[src/rtl/mvu_pe_gen_pkg.sv]
// Shared types and helpers for the mvu_pe_gen processing element.
// Optional build macro MVU_PE_GEN_SAT_EN (see mvu_pe_gen.sv) uses the bounds below.
package mvu_pe_gen_pkg;

    typedef enum logic [1:0] {
        STD     = 2'd0,
        XNOR    = 2'd1,
        BIN_ACT = 2'd2,
        BIN_WGT = 2'd3
    } mvu_mode_t;

    function automatic longint sat_hi(input int unsigned w);
        return (longint'(1) << (w - 1)) - 1;
    endfunction

    function automatic longint sat_lo(input int unsigned w);
        return -(longint'(1) << (w - 1));
    endfunction

endpackage

[src/rtl/mvu_pe_gen_lane.sv]
// Combinational single-lane product for the four MVU arithmetic modes.
module mvu_pe_gen_lane
    import mvu_pe_gen_pkg::*;
#(
    parameter int unsigned TSRCI = 4,
    parameter int unsigned TW    = 4,
    parameter int unsigned PW    = TSRCI + TW
) (
    input  logic [TSRCI-1:0]     act,
    input  logic [TW-1:0]        wgt,
    input  mvu_mode_t            mode,
    output logic signed [PW-1:0] prod
);

    logic signed [PW-1:0] a_ext;
    logic signed [PW-1:0] w_ext;

    always_comb begin
        a_ext = PW'($signed(act));
        w_ext = PW'($signed(wgt));
        prod  = '0;
        unique case (mode)
            STD:     prod = a_ext * w_ext;
            XNOR:    prod = PW'(act[0] == wgt[0]);
            BIN_ACT: prod = act[0] ? w_ext : -w_ext;
            BIN_WGT: prod = wgt[0] ? a_ext : -a_ext;
        endcase
    end

endmodule

[src/rtl/mvu_pe_gen.sv]
// MVU processing element: SIMD lane products, registered adder tree, SF-beat accumulation.
// Build macro MVU_PE_GEN_SAT_EN: saturate the output narrowing instead of truncating.
module mvu_pe_gen
    import mvu_pe_gen_pkg::*;
#(
    parameter int unsigned SIMD  = 4,
    parameter int unsigned TSRCI = 4,
    parameter int unsigned TW    = 4,
    parameter int unsigned TDSTI = 16,
    parameter int unsigned SF    = 3
) (
    input  logic                    clk,
    input  logic                    rst,
    input  logic                    in_v,
    output logic                    in_rdy,
    input  logic [SIMD*TSRCI-1:0]   in_act,
    input  logic [SIMD*TW-1:0]      in_wgt,
    input  logic [1:0]              mode,
    output logic                    out_v,
    input  logic                    out_rdy,
    output logic [TDSTI-1:0]        out
);

    localparam int unsigned PW = TSRCI + TW;
    localparam int unsigned SW = PW + $clog2(SIMD);
    localparam int unsigned AW = PW + $clog2(SIMD) + $clog2(SF) + 1;
    localparam int unsigned CW = (SF > 1) ? $clog2(SF) : 1;
    localparam int unsigned WW = (AW > TDSTI) ? AW : TDSTI;

    logic stall, adv, accept;
    logic [CW-1:0] cnt_q;
    mvu_mode_t     mode_q, beat_mode;
    logic          beat_first, beat_last;

    logic                      s1_v, s1_first, s1_last;
    logic [SIMD*TSRCI-1:0]     s1_act;
    logic [SIMD*TW-1:0]        s1_wgt;
    mvu_mode_t                 s1_mode;
    logic signed [PW-1:0]      lane_prod [SIMD];

    logic                      s2_v, s2_first, s2_last;
    logic signed [PW-1:0]      s2_prod [SIMD];
    logic signed [SW-1:0]      tree_sum;

    logic                      s3_v, s3_first, s3_last;
    logic signed [SW-1:0]      s3_sum;
    logic signed [AW-1:0]      s3_ext, acc_q, res;
    logic signed [WW-1:0]      wide;
    logic [TDSTI-1:0]          narrowed;

    assign stall  = out_v && !out_rdy;
    assign in_rdy = !stall;
    assign adv    = !stall;
    assign accept = in_v && in_rdy;

    assign beat_first = (cnt_q == '0);
    assign beat_last  = (cnt_q == CW'(SF - 1));
    // Beat 0 takes the live mode; later beats reuse the latched group mode.
    assign beat_mode  = beat_first ? mvu_mode_t'(mode) : mode_q;

    for (genvar i = 0; i < SIMD; i++) begin : g_lane
        mvu_pe_gen_lane #(
            .TSRCI (TSRCI),
            .TW    (TW),
            .PW    (PW)
        ) u_lane (
            .act  (s1_act[i*TSRCI +: TSRCI]),
            .wgt  (s1_wgt[i*TW +: TW]),
            .mode (s1_mode),
            .prod (lane_prod[i])
        );
    end

    always_comb begin
        tree_sum = '0;
        for (int i = 0; i < SIMD; i++) begin
            tree_sum = tree_sum + SW'(s2_prod[i]);
        end
    end

    assign s3_ext = AW'(s3_sum);
    assign res    = s3_first ? s3_ext : acc_q + s3_ext;

`ifdef MVU_PE_GEN_SAT_EN
    localparam logic signed [WW-1:0] SAT_HI = WW'(sat_hi(TDSTI));
    localparam logic signed [WW-1:0] SAT_LO = WW'(sat_lo(TDSTI));

    always_comb begin
        wide     = WW'(res);
        narrowed = wide[TDSTI-1:0];
        if (wide > SAT_HI) begin
            narrowed = SAT_HI[TDSTI-1:0];
        end else if (wide < SAT_LO) begin
            narrowed = SAT_LO[TDSTI-1:0];
        end
    end
`else
    always_comb begin
        wide     = WW'(res);
        narrowed = wide[TDSTI-1:0];
    end
`endif

    // Control state: valids, beat counter, accumulator and output register.
    always_ff @(posedge clk) begin
        if (rst) begin
            cnt_q  <= '0;
            mode_q <= STD;
            s1_v   <= 1'b0;
            s2_v   <= 1'b0;
            s3_v   <= 1'b0;
            acc_q  <= '0;
            out_v  <= 1'b0;
            out    <= '0;
        end else if (adv) begin
            if (accept) begin
                cnt_q <= beat_last ? '0 : cnt_q + CW'(1);
                if (beat_first) begin
                    mode_q <= mvu_mode_t'(mode);
                end
            end
            s1_v <= accept;
            s2_v <= s1_v;
            s3_v <= s2_v;
            if (s3_v) begin
                acc_q <= res;
            end
            out_v <= s3_v && s3_last;
            if (s3_v && s3_last) begin
                out <= narrowed;
            end
        end
    end

    // Datapath registers; qualified by the valids above, so no reset needed.
    always_ff @(posedge clk) begin
        if (adv) begin
            s1_act   <= in_act;
            s1_wgt   <= in_wgt;
            s1_mode  <= beat_mode;
            s1_first <= beat_first;
            s1_last  <= beat_last;
            s2_prod  <= lane_prod;
            s2_first <= s1_first;
            s2_last  <= s1_last;
            s3_sum   <= tree_sum;
            s3_first <= s2_first;
            s3_last  <= s2_last;
        end
    end

endmodule

[config.mk]
export PLATFORM = sky130hd
export DESIGN_NAME = mvu_pe_gen
export DESIGN_NICKNAME = d
export VERILOG_FILES = /design/src/rtl/mvu_pe_gen_pkg.sv /design/src/rtl/mvu_pe_gen_lane.sv /design/src/rtl/mvu_pe_gen.sv
export SDC_FILE = /design/constraint.sdc
export NUM_CORES = 1
export LEC_CHECK = 0
export BUFFER_PORTS_ARGS = -buffer_cell sky130_fd_sc_hd__buf_4
export CORE_AREA = 2 2 149 180
export CTS_BUF_LIST = sky130_fd_sc_hd__clkbuf_4
export DETAILED_ROUTE_END_ITERATION = 16
export DIE_AREA = 0 0 151 182
export GPL_TIMING_DRIVEN = 0
export PLACE_DENSITY = 0.62
export SYNTH_ARGS = -nofsm -noshare
export SYNTH_HDL_FRONTEND = slang
export SYNTH_SLANG_ARGS = --single-unit
[constraint.sdc]
create_clock -name clk -period 4.5 [get_ports clk]
set_input_delay 0 -clock clk [delete_from_list [all_inputs] [get_ports clk]]
set_output_delay 0 -clock clk [all_outputs]
set_load 0.005 [all_outputs]
==> summary.md <==
| Metric | Value |
|---|---|
| Status | finished clean |
| Cell Int Power | 2.76 mW |
| Worst reg2reg startpoint | s1_act[12] |
| Post-DP HPWL | 14,000 µm |
| Largest net degree at the start of global routing | 71 |
| Main combinational cell family by area after synthesis | adder cells |
| Adder-Cell Fraction of Synth Area | 24.8% |
| FF-to-FF End | s2_prod[7] |
| CTS H-Tree Depth | 4 |
| Multiplexer share of the synthesized area | 3.41% |
| WL final | 17,900 µm |
| CP max FO | 9 |
| Crit start category | flop |
| Worst-margin pin slew | 0.696 ns |
| Bufs and invs on worst path | 5 |
| Register share of total power | 34.4% |
| Switching Share | 36.2% |
| Worst skew pair latency | 0.54 ns |
| Final #Nets | 1,196 |
| WP depth | 16 |
| Post-Route Skew | 0.0305 ns |
| Max cap viols | 0 |
| Crit path largest cell delay | 0.59 ns |
| Clock tree buffer depth | 2 |
| Leakage power total | 4.75 nW |
| DRT antenna net count | 0 |
| Drt pass-1 iters | 5 |
| Psw | 1.57 mW |
| Clock Root Buffer | clkbuf_4 |
| First-pass GRT wire length | 30,100 µm |
| RSZ-0062 raised after global routing | false |
| Simple-gate share of the synthesized area | 10.7% |
| Final worst-path cycle share | 92.0% |
| # fillers | 2,580 |
| Initial Utilization | 34.2% |
| Routability-driven placement congestion ratio | 0.878 |
| Cell Chain, Critical Path | clkbuf_1 > inv_1 > nand2_1 > fa_1 > fa_1 > fa_1 > inv_1 > ha_1 > inv_1 > fa_1 > inv_1 > a21o_1 > a21oi_1 > xnor2_1 > o21ai_0 > o22ai_1 |
| Detailed-route via count | 6,484 |
| GRT Overall Usage | 13.7% |
| Flop2flop setup slack | 0.36 ns |
| Initial antenna violation count | 1 |
| FFs w/ async S/R, synth | 0% |
| Multi-input logic area | 0.00503 mm² |
| Area Overhead vs Synth | 17.4% |
| Setup violators final | 0 |
| Slew headroom | 53.1% |
| IO Pins | 56 |
| Commonest non-fill, non-tap cells in the layout | inv_1 (145), ha_1 (89), nor2_1 (88) |
| Synth Area in Compound Gates | 13.4% |
| Slowest library cell on the worst path | fa_1 |
| WP data arrival | 4.48 ns |
| CP delay by family, top | adder cells |
| #FFs+latches synth | 116 |
| Final Slew Violations | 0 |
| Clk network pwr share | 18.6% |
| Vias per cell | 4.75 |
| Final worst-path setup slack | 0.360 ns |
| Minimum clock period | 4.14 ns |
| Critical Path End Type | flop |
| Hold WC Path Type | primary input to flop |
| Sequential area share after synthesis | 35.5% |
| YS warnings | 0 |
| Critical path origin | s1_act[12] |
| Final hold violation count | 0 |
| Crit path capture | s2_prod[7] |
| Req. time, crit path | 4.84 ns |
| Core Footprint | 0.0259 mm² |
| Total CTS buffers | 17 |
| Die area | 0.0275 mm² |
| Fmax achieved | 0.242 GHz |
| R2R depth | 16 |
| Cell row count | 65 |
| Vias in the first global route | 6,467 |
| Worst vdd ir | 0.216 mV |
| Setup TNS | 0 ns |
| Pre-CTS setup slack | 0.387 ns |
| Syn Area/Cell | 9.81 µm² |
| FF/Latch Area | 0.00314 mm² |
| CTS resizes | 0 |
| Cell variety after synth | 51 |
| Worst-path clk slew | 0.11 ns |
| Initial drt markers | 303 |
| Critical path type | flop to flop |
| Pwr Total | 4.33 mW |
| Wire per inst | 13.2 µm |
| Die Y | 182 µm |
| Xor and xnor area share after synthesis | 4.46% |
| CTS sink cnt | 116 |
| Number of synthesized flops with an enable pin | 82 |
| # DRC | 0 |
| Syn Std Cell Area | 0.00885 mm² |
| Comb pwr share | 47.0% |
| Most common cell after layout, fill and taps aside | inv_1 |
| Final core occ | 40.2% |
| Mapped Nets | 1,083 |
| Layout cells sized above 1 | 10.4% |
| Synthesized instance count | 902 |
| Die X | 151 µm |
| P per Cell Area | 417 mW/mm² |
| CTS tree | built |
| Most used DFF post-synth | edfxtp_1 |
| I/O Buffers | 54 |
| GRT overflow | 0 |
## layer usage
metal,GRT usage [%],wire length [µm]
met2,25.4,9380
met5,0,0
met1,16.1,7730
met3,2.76,688
met4,3.25,153
## kinds of logic after synthesis
group,after synthesis
simple gates,205
compound gates,192
buf+inv,177
fa+ha+maj,143
flops,116
xor+xnor,45
mux,24
## through the flow
step / instances / area, µm² / hold WS, ns
floorplan: 902 / 8850 / 0.0989
global placement: 1291 / 9670 / 0.178
detailed placement: 1292 / 9700 / 0.179
CTS: 1363 / 10400 / 0.124
global route: 1364 / 10400 / 0.118
finish: 1364 / 10400 / 0.175
## registers in the layout (all words and copies together), names as in the netlist
register and cells:
s1_mode 2, s2_prod 32, s2_first 1, s2_last 1, s3_first 1, cnt_q 2
s1_last 1, s1_wgt 16, mode_q 2, out 13, s3_v 1, s1_act 16
s2_v 1, s3_last 1, acc_q 13, out_v 1, s1_v 1, s3_sum 10
s1_first 1
## worst reg2reg max path: cells and delay by family, from the launching register on
kind                       cells  cell delay, ns
adders and majority gates      5            2.06
buffers and inverters          5            0.63
AOI/OAI and AO/OA              4            0.54
DFF                            1            0.40
xor gates and xnor gates       1            0.20
and+or+nand+nor                1            0.13
## power groups by stage
stage	sequential (mW)	combinational, mW	clock (mW)
detailed placement	1.51	2.01	0
global placement	1.51	1.97	0
CTS	1.49	2.06	0.833
floorplan	1.48	1.63	0
global route	1.51	2.35	0.881
finish	1.49	2.03	0.806
## synthesized netlist by cell type, types with 7 or more instances
| cell | count | area, µm² |
|---|---|---|
| xnor2_1 | 37 | 324 |
| nor2b_1 | 7 | 43.8 |
| dfxtp_1 | 34 | 681 |
| nand2b_1 | 9 | 56.3 |
| o21ai_0 | 38 | 190 |
| fa_1 | 54 | 1080 |
| nor3_1 | 8 | 40.0 |
| nand2_1 | 41 | 154 |
| a31oi_1 | 10 | 62.6 |
| a21o_1 | 22 | 165 |
| o22ai_1 | 16 | 100 |
| and2_1 | 11 | 68.8 |
| ha_1 | 89 | 1110 |
| or3_1 | 10 | 62.6 |
| a211oi_1 | 17 | 128 |
| nor2_1 | 88 | 330 |
| inv_1 | 145 | 544 |
| a21oi_1 | 64 | 320 |
| xor2_1 | 8 | 70.1 |
| clkbuf_1 | 23 | 86.3 |
| edfxtp_1 | 82 | 2460 |
| nand3_1 | 17 | 85.1 |
| mux2i_1 | 14 | 140 |
## area by class of cell
cell class,instances,area share [%]
inverter,147,5.31
tap,335,4.04
clock inverter,11,1.30
buffer,30,1.24
multi-input combinational,609,48.4
timing repair buffer,94,7.93
sequential,116,30.3
antenna,1,0.0241
clock buffer,21,1.52
## worst min path at each step
stage,depth (start not counted),start,to,slack (ns)
after floorplan,0,in_act[0],s1_act[0],0.1
after global placement,1,in_wgt[5],s1_wgt[5],0.18
after detailed placement,1,in_wgt[5],s1_wgt[5],0.18
after CTS,2,in_wgt[11],s1_wgt[11],0.12
after global routing,2,in_wgt[11],s1_wgt[11],0.12
final,2,in_wgt[11],s1_wgt[11],0.17
## repair_timing
action	4_1_cts	5_1_grt
hold endpoints to repair	41	0
hold buffers	39	0
setup buffers	0	0
No activity file was read; power rests on OpenSTA's default activity.
